===== src/rtl/riscv_uart_wrapper.sv =====
// Touch-bell SoC wrapper: 8N1 UART receiver feeding a program loader into a
// word-wide instruction memory, plus a touch-to-bell GPIO path enabled once loading ends.
module riscv_uart_wrapper #(
  parameter int          CLK_HZ     = 50_000_000,
  parameter int          BIT_RATE   = 9600,
  parameter int          IMEM_DEPTH = 32,
  parameter logic [31:0] END_MARKER = 32'hFFFF_FFFF
) (
  input  logic       clk,
  input  logic       rst,
  input  logic       uart_rxd,
  input  logic       uart_rx_en,
  output logic       uart_rx_break,
  output logic       uart_rx_valid,
  output logic [7:0] uart_rx_data,
  input  logic       input_gpio_pins,
  output logic       output_gpio_pins,
  output logic       write_done
);

  localparam int              CLKS_PER_BIT = CLK_HZ / BIT_RATE;
  localparam int              AW           = $clog2(IMEM_DEPTH);
  localparam logic [15:0]     BIT_LAST     = 16'(CLKS_PER_BIT - 1);
  localparam logic [15:0]     HALF_LAST    = 16'(CLKS_PER_BIT / 2 - 1);
  localparam logic [AW:0]     DEPTH_CNT    = (AW + 1)'(IMEM_DEPTH);

  // S_BREAK holds off re-arming until the line has returned high after a BREAK.
  typedef enum logic [2:0] {S_IDLE, S_START, S_DATA, S_STOP, S_BREAK} rx_state_e;

  rx_state_e   state_q, state_d;
  logic [15:0] clk_cnt_q, clk_cnt_d;
  logic [2:0]  bit_cnt_q, bit_cnt_d;
  logic [7:0]  shift_q, shift_d;
  logic [7:0]  rx_data_q, rx_data_d;
  logic        rx_valid_q, rx_valid_d;
  logic        rx_break_q, rx_break_d;
  logic        rxd_s1_q, rxd_s2_q;

  logic [1:0]  byte_cnt_q, byte_cnt_d;
  logic [23:0] word_buf_q, word_buf_d;
  logic [AW:0] word_addr_q, word_addr_d;
  logic        write_done_q, write_done_d;
  logic        imem_we;
  logic [31:0] imem_wdata;
  logic [31:0] imem_q [IMEM_DEPTH];

  logic        gpio_s1_q, gpio_s2_q;
  logic        bell_q, bell_d;

  always_comb begin
    state_d    = state_q;
    clk_cnt_d  = clk_cnt_q + 16'd1;
    bit_cnt_d  = bit_cnt_q;
    shift_d    = shift_q;
    rx_data_d  = rx_data_q;
    rx_valid_d = 1'b0;
    rx_break_d = 1'b0;
    case (state_q)
      S_IDLE: begin
        clk_cnt_d = '0;
        if (uart_rx_en && !rxd_s2_q) begin
          state_d   = S_START;
          bit_cnt_d = '0;
        end
      end
      S_START: begin
        if (clk_cnt_q == HALF_LAST) begin
          clk_cnt_d = '0;
          state_d   = rxd_s2_q ? S_IDLE : S_DATA;
        end
      end
      S_DATA: begin
        if (clk_cnt_q == BIT_LAST) begin
          clk_cnt_d = '0;
          shift_d   = {rxd_s2_q, shift_q[7:1]};
          bit_cnt_d = bit_cnt_q + 3'd1;
          if (bit_cnt_q == 3'd7) state_d = S_STOP;
        end
      end
      S_STOP: begin
        if (clk_cnt_q == BIT_LAST) begin
          clk_cnt_d = '0;
          state_d   = S_IDLE;
          if (rxd_s2_q) begin
            rx_valid_d = 1'b1;
            rx_data_d  = shift_q;
          end else if (shift_q == 8'h00) begin
            rx_break_d = 1'b1;
            state_d    = S_BREAK;
          end
        end
      end
      S_BREAK: begin
        clk_cnt_d = '0;
        if (rxd_s2_q) state_d = S_IDLE;
      end
      default: state_d = S_IDLE;
    endcase
    if (!uart_rx_en && state_q != S_IDLE) begin
      state_d    = S_IDLE;
      clk_cnt_d  = '0;
      rx_data_d  = rx_data_q;
      rx_valid_d = 1'b0;
      rx_break_d = 1'b0;
    end
  end

  // The fourth byte is never buffered: it goes straight into the top lane of the write data.
  always_comb begin
    byte_cnt_d   = byte_cnt_q;
    word_buf_d   = word_buf_q;
    word_addr_d  = word_addr_q;
    write_done_d = write_done_q;
    imem_we      = 1'b0;
    imem_wdata   = {rx_data_q, word_buf_q};
    if (rx_valid_q && !write_done_q) begin
      byte_cnt_d = byte_cnt_q + 2'd1;
      case (byte_cnt_q)
        2'd0: word_buf_d[7:0]   = rx_data_q;
        2'd1: word_buf_d[15:8]  = rx_data_q;
        2'd2: word_buf_d[23:16] = rx_data_q;
        default: begin
          if (imem_wdata == END_MARKER) begin
            write_done_d = 1'b1;
          end else begin
            imem_we     = 1'b1;
            word_addr_d = word_addr_q + 1'b1;
            if (word_addr_d == DEPTH_CNT) write_done_d = 1'b1;
          end
        end
      endcase
    end
  end

  assign bell_d = write_done_q & gpio_s2_q;

  always_ff @(posedge clk or posedge rst) begin
    if (rst) begin
      state_q      <= S_IDLE;
      clk_cnt_q    <= '0;
      bit_cnt_q    <= '0;
      shift_q      <= '0;
      rx_data_q    <= '0;
      rx_valid_q   <= 1'b0;
      rx_break_q   <= 1'b0;
      rxd_s1_q     <= 1'b1;
      rxd_s2_q     <= 1'b1;
      byte_cnt_q   <= '0;
      word_buf_q   <= '0;
      word_addr_q  <= '0;
      write_done_q <= 1'b0;
      gpio_s1_q    <= 1'b0;
      gpio_s2_q    <= 1'b0;
      bell_q       <= 1'b0;
    end else begin
      state_q      <= state_d;
      clk_cnt_q    <= clk_cnt_d;
      bit_cnt_q    <= bit_cnt_d;
      shift_q      <= shift_d;
      rx_data_q    <= rx_data_d;
      rx_valid_q   <= rx_valid_d;
      rx_break_q   <= rx_break_d;
      rxd_s1_q     <= uart_rxd;
      rxd_s2_q     <= rxd_s1_q;
      byte_cnt_q   <= byte_cnt_d;
      word_buf_q   <= word_buf_d;
      word_addr_q  <= word_addr_d;
      write_done_q <= write_done_d;
      gpio_s1_q    <= input_gpio_pins;
      gpio_s2_q    <= gpio_s1_q;
      bell_q       <= bell_d;
    end
  end

  // Program storage survives rst so the core can be restarted without reloading.
  always_ff @(posedge clk) begin
    if (imem_we) imem_q[word_addr_q[AW-1:0]] <= imem_wdata;
  end

  assign uart_rx_valid    = rx_valid_q;
  assign uart_rx_break    = rx_break_q;
  assign uart_rx_data     = rx_data_q;
  assign write_done       = write_done_q;
  assign output_gpio_pins = bell_q;

endmodule


===== config.mk =====
export PLATFORM = sky130hd
export DESIGN_NAME = riscv_uart_wrapper
export DESIGN_NICKNAME = d
export VERILOG_FILES = /design/src/rtl/riscv_uart_wrapper.sv
export SDC_FILE = /design/constraint.sdc
export NUM_CORES = 1
export LEC_CHECK = 0
export CAP_MARGIN = 25
export CORE_UTILIZATION = 54
export CTS_CLUSTER_DIAMETER = 50
export DETAILED_ROUTE_END_ITERATION = 10
export PLACE_DENSITY = 0.75
export SYNTH_ARGS = -nofsm -noshare
export SYNTH_HDL_FRONTEND = slang
export SYNTH_SLANG_ARGS = --single-unit

===== constraint.sdc =====
create_clock -name clk -period 2.3 [get_ports clk]
set_input_delay 0.345 -clock clk [delete_from_list [all_inputs] [get_ports clk]]
set_output_delay 0.345 -clock clk [all_outputs]
set_load 0.02 [all_outputs]

# After elaboration in Yosys (flattened, before gate mapping)
# Cells that the tools add are included.
[op_classes] magnitude_cmp=0 multipliers=0 n_div=0 n_eq_ne=19 add_sub_neg=4 reduce_logical=24 shift=0 mux=29 n_bitwise=4
[ops] cell="16-bit two-way mux" n=3
[ops] cell="16-bit one-hot mux with 3 select lines" n=1
[ops] cell="3-bit two-way mux" n=11
[ops] cell="32-bit == test (second input constant)" n=1
[ops] cell="3-bit != test (second input constant)" n=6
[ops] cell="16-bit by 1-bit adder with 16-bit output (second input constant)" n=1
[ops] cell="16-bit by 12-bit == test with 1-bit output (second input constant)" n=1
[ops] cell="16-bit by 13-bit == test with 1-bit output (second input constant)" n=1
[ops] cell="3-bit one-hot mux with 5 select lines" n=1
[ops] cell="1-bit two-way mux" n=11
[ops] cell="3-bit AND reduction" n=3
[ops] cell="8-bit zero test" n=1
[ops] cell="2-bit AND reduction" n=4
[ops] cell="6-bit by 1-bit adder with 6-bit output (second input constant)" n=1
[ops] cell="3-bit by 2-bit == test with 1-bit output (second input constant)" n=2
[ops] cell="3-bit == test (second input constant)" n=2
[ops] cell="6-bit == test (second input constant)" n=1
[ops] cell="3-bit one-hot mux with 2 select lines" n=1
[ops] cell="6-bit AND reduction" n=1
[ops] cell="2-bit != test (second input constant)" n=2
[ops] cell="4-bit AND reduction" n=1
[ops] cell="2-bit nonzero test" n=2
[ops] cell="2-bit OR reduction" n=2
[ops] cell="3-bit by 1-bit adder with 3-bit output (second input constant)" n=1
[ops] cell="13 further kinds" n=19
[word_totals] ff_bits=78 ramBits=0 output_inout_bits=12 latchBits=0 romBits=0 word_cells=98 n_memories=0

# Longest topological paths before layout
[logic_depth] ltp_word=6 ltp_mapped=7 ltp_nobuf=5

# Least setup slack after synthesis
# Ideal clock, no wire load.
[synth_timing] path_type="flip-flop to flip-flop" startpoint="reg clk_cnt_q[0]" endpoint="reg rx_data_q[0] (netlist: uart_rx_data[0])" n_path_buf=2 setup_slack_ns=0.445 arrival_time_ns=1.730 setup_time_ns=0.125 period_less_slack_ns=1.855 path_stages_with_launch=8 path_cell_list="dfrtp_1 > ha_1 > nand4b_1 > and4b_1 > buf_6 > and3_4 > buf_8 > mux2_4"
[synth_via] elab_chain_cells=2
[synth_lines] item="start: declaration" line_no="31" source="logic [15:0] clk_cnt_q, clk_cnt_d;"
[synth_lines] item="start signal: assignment" line_no="157" source="clk_cnt_q <= clk_cnt_d;"
[synth_lines] item="16-bit by 13-bit == test with 1-bit output" line_no="81" source="if (clk_cnt_q == BIT_LAST) begin"
[synth_lines] item="4-bit AND reduction (no source line)"
[synth_lines] item="end signal: assignment" line_no="160" source="rx_data_q <= rx_data_d;"
[synth_lines] item="end: declaration" line_no="34" source="logic [7:0] rx_data_q, rx_data_d;"
# Every way passes these cells.
# A chain may end at the register's enable or synchronous reset.

# Final worst setup path
[layout_timing] startpoint="reg clk_cnt_q[0]" endpoint="reg bit_cnt_q[0]"
[layout_via] elab_chain_cells=3
[layout_lines] item="16-bit by 13-bit == test with 1-bit output" line_no="73" source="if (clk_cnt_q == BIT_LAST) begin"
[layout_lines] item="2-bit != test (no source line)"
[layout_lines] item="3-bit AND reduction (no source line)"
[layout_lines] item="end signal: assignment" line_no="158" source="bit_cnt_q <= bit_cnt_d;"
[layout_lines] item="end: declaration" line_no="32" source="logic [2:0] bit_cnt_q, bit_cnt_d;"
# Every way passes these cells.

==> flow_metrics.tcl <==
set metrics [dict create \
    dieArea_um2 7030 \
    ys_seq_area_share_pct 54.0 \
    start_util_pct 56.3 \
    worstHoldStart "rxd_s1_q" \
    slew_violations 0 \
    num_rows 29 \
    hpwl_mm 4.19 \
    post_cts_buffers 0 \
    synthCells 292 \
    ys_warn_count 0 \
    dp.cells 381 \
    tightest_slew_ns 0.414 \
    vias 2289 \
    worstPathRequired_ns 2.54 \
    synth-main-ff-cell "dfrtp_1" \
    r2r-end "bit_cnt_q[0]" \
    hold_violations 0 \
    timing.fmax_mhz 523 \
    postRouteAntennaNets 0 \
    fin_worst_skew_ns 0.00754 \
    synth-seq-cells 78 \
    period_share_pct 83.1 \
    stdcell_count 397 \
    synth_area_um2 3620 \
    drt_iter0_markers 85 \
    clk_pin_slew_ns 0.08 \
    start_kind "flop" \
    whs_path_depth 0 \
    cts-resized-gates 0 \
    io_buffer_count 16 \
    clock_latency_ns 0.35 \
    fin_nets 328 \
    layout_commonest_cell "dfrtp_1" \
    worstPathArrival_ns 2.15 \
    async_flop_share_pct 100 \
    synth.area.mux_share_pct 14.7 \
    core_area_um2 6420 \
    synth_xor_area_share_pct 4.36 \
    worstPathMaxFanout 8 \
    grt_max_degree 79 \
    finalWeightedCongestion 0.895 \
    layout-drive-gt1-share_pct 23.8 \
    maxCapViolCount 0 \
    maxSlewHeadroom_pct 72.3 \
    cts_num_sinks 78 \
    num_io_pins 17 \
    reg2regPathDepth 6 \
    r2r_slack_ns 0.39 \
    fin_setup_tns_ns 0 \
    synthAdderAreaFrac_pct 2.77 \
    grt_usage_pct 19.2 \
    cts_root_buffer "clkbuf_8" \
    finalSetupViolations 0 \
    tritoncts.num_buffers 9 \
    synth.avg_cell_area_um2 12.4 \
    vias_per_cell 5.77 \
    crit_type "reg2reg" \
    peakVddDrop_mv 0.439 \
    min_period_ns 1.91 \
    cts_tree "done" \
    r2r_start "clk_cnt_q[0]" \
    dieWidth_um 83.8 \
    ctsHoldBuffers 0 \
    hold_path.class "reg2reg" \
    drc 3 \
    rsz0062_at_grt "false" \
    synth-compound-area-share_pct 4.19 \
    area_growth_pct 12.7 \
    gr-total-overflow 0 \
    fill_cells 488 \
    synth_cell_types 50 \
    grt_antenna_before_repair 0 \
    drt-total-wl_mm 5.99 \
    firstDrtPassIters 11 \
    violations "design-rule violations" \
    grt_pass1_wl_mm 10.5 \
    hold_path_end "rxd_s2_q" \
    first_global_vias 2260 \
    clk_path_buf_depth 2 \
    p_leak_nw 1.89 \
    htreeDepth 3 \
    final_cell_mix "dfrtp_1 (76), mux2_2 (34), clkdlybuf4s50_1 (16), nand2_1 (15), nand4_1 (13)" \
    synth-edff-count 0 \
    crit_path_end_kind "flop" \
    wl_per_cell_um 15.1 \
    synth_top_family_by_area "simple AND/OR/NAND/NOR gates" \
    fp.dieH_um 83.8 \
    syn_nets 305 \
    status "complete, but fails checks" \
    synthSimpleGateAreaFrac_pct 17.3 \
    n_antenna_cell 0 \
    pwr_density_cell_nw_per_um2 611 \
]
[registers in the layout, summed over array words and instances, names as in the netlist]
register and cells:
output_gpio_pins 1, gpio_s2_q 1, bit_cnt_q 3, rxd_s2_q 1, uart_rx_break 1, state_q 3
shift_q 8, word_addr_q 6, write_done 1, byte_cnt_q 2, uart_rx_data 8, clk_cnt_q 16
uart_rx_valid 1, rxd_s1_q 1, gpio_s1_q 1, word_buf_q 24
[report_power, final]
group	internal [mW]	switching, mW	leakage (nW)	total [mW]
Sequential	1.38	0.00873	1.08	1.39
Combinational	0.0192	0.0442	0.711	0.0634
Clock	0.518	0.522	0.106	1.04
[Yosys cell counts, types with 2 or more instances]
cell type | number | area, um2
or3_1 | 3 | 18.8
xnor2_1 | 12 | 105
dfstp_2 | 2 | 52.6
clkbuf_1 | 5 | 18.8
o21ai_0 | 4 | 20.0
nor4_1 | 9 | 56.3
dfrtp_1 | 76 | 1900
and2_1 | 2 | 12.5
and3_1 | 4 | 25.0
nor2_1 | 12 | 45.0
nor3_1 | 12 | 60.1
a22o_1 | 3 | 26.3
mux2_4 | 8 | 120
xor2_1 | 6 | 52.6
nand2_1 | 15 | 56.3
ha_1 | 8 | 100
nor2b_1 | 4 | 25.0
nor4b_1 | 2 | 17.5
a21oi_1 | 5 | 25.0
inv_1 | 10 | 37.5
mux2_2 | 34 | 383
nand3_1 | 12 | 60.1
and3b_1 | 2 | 17.5
nand4_1 | 13 | 81.3
nor4_2 | 2 | 25.0
mux2i_1 | 3 | 30.0
[per-stage QoR]
stage	area, um2	utilization [%]	hold slack, ns	power [mW]	worst slack [ns]
after global routing	4070	63.4	0.361	2.59	0.278
after global placement	3870	60.2	0.339	1.48	0.423
final	4070	63.4	0.357	2.49	0.390
after floorplan	3620	-	0.331	1.45	0.445
after detailed placement	3870	60.2	0.347	1.48	0.385
after CTS	4070	63.4	0.359	2.54	0.362
[cell type report]
| class | count | area (um2) | share of cell area, % |
|---|---|---|---|
| Timing Repair Buffer | 21 | 210 | 5.16 |
| Clock inverter | 7 | 81.3 | 2.00 |
| Inverter | 10 | 41.3 | 1.01 |
| Clock buffer | 9 | 124 | 3.04 |
| Tap cell | 77 | 96.3 | 2.36 |
| Sequential cell | 78 | 1950 | 48.0 |
| Multi-Input combinational cell | 195 | 1570 | 38.5 |
[per-layer routing]
| layer | track usage, % | vias to the layer above | wire, um |
|---|---|---|---|
| li1 | - | 1104 | - |
| met1 | 25.9 | 1138 | 2790 |
| met2 | 29.7 | 39 | 2910 |
| met3 | 6.03 | 8 | 220 |
| met4 | 6.74 | 0 | 63 |
| met5 | 0 | - | 0 |
[cells by family after synthesis]
kind of cell	Yosys count
and+or+nand+nor	104
xor gates and xnor gates	18
adders and majority gates	8
buffers and inverters	19
DFF	78
muxes	45
AOI/OAI and AO/OA	20
[critical path, cell delays in order, from the launching register on]
cell and delay, ns:
dfrtp_1 0.40, ha_1 0.26, nand4b_1 0.13, and4b_1 0.30, buf_4 0.19, mux2_2 0.34
a22o_1 0.17
[how the worst max path moves through the flow]
stage                 start               to
2_1_floorplan  clk_cnt_q[0]  uart_rx_data[0]
3_3_place_gp     uart_rx_en  uart_rx_data[6]
3_5_place_dp   clk_cnt_q[0]     bit_cnt_q[0]
4_1_cts        clk_cnt_q[0]     bit_cnt_q[0]
5_1_grt        clk_cnt_q[0]     bit_cnt_q[0]
6_report       clk_cnt_q[0]     bit_cnt_q[0]
(Power assumes the default switching activity.)
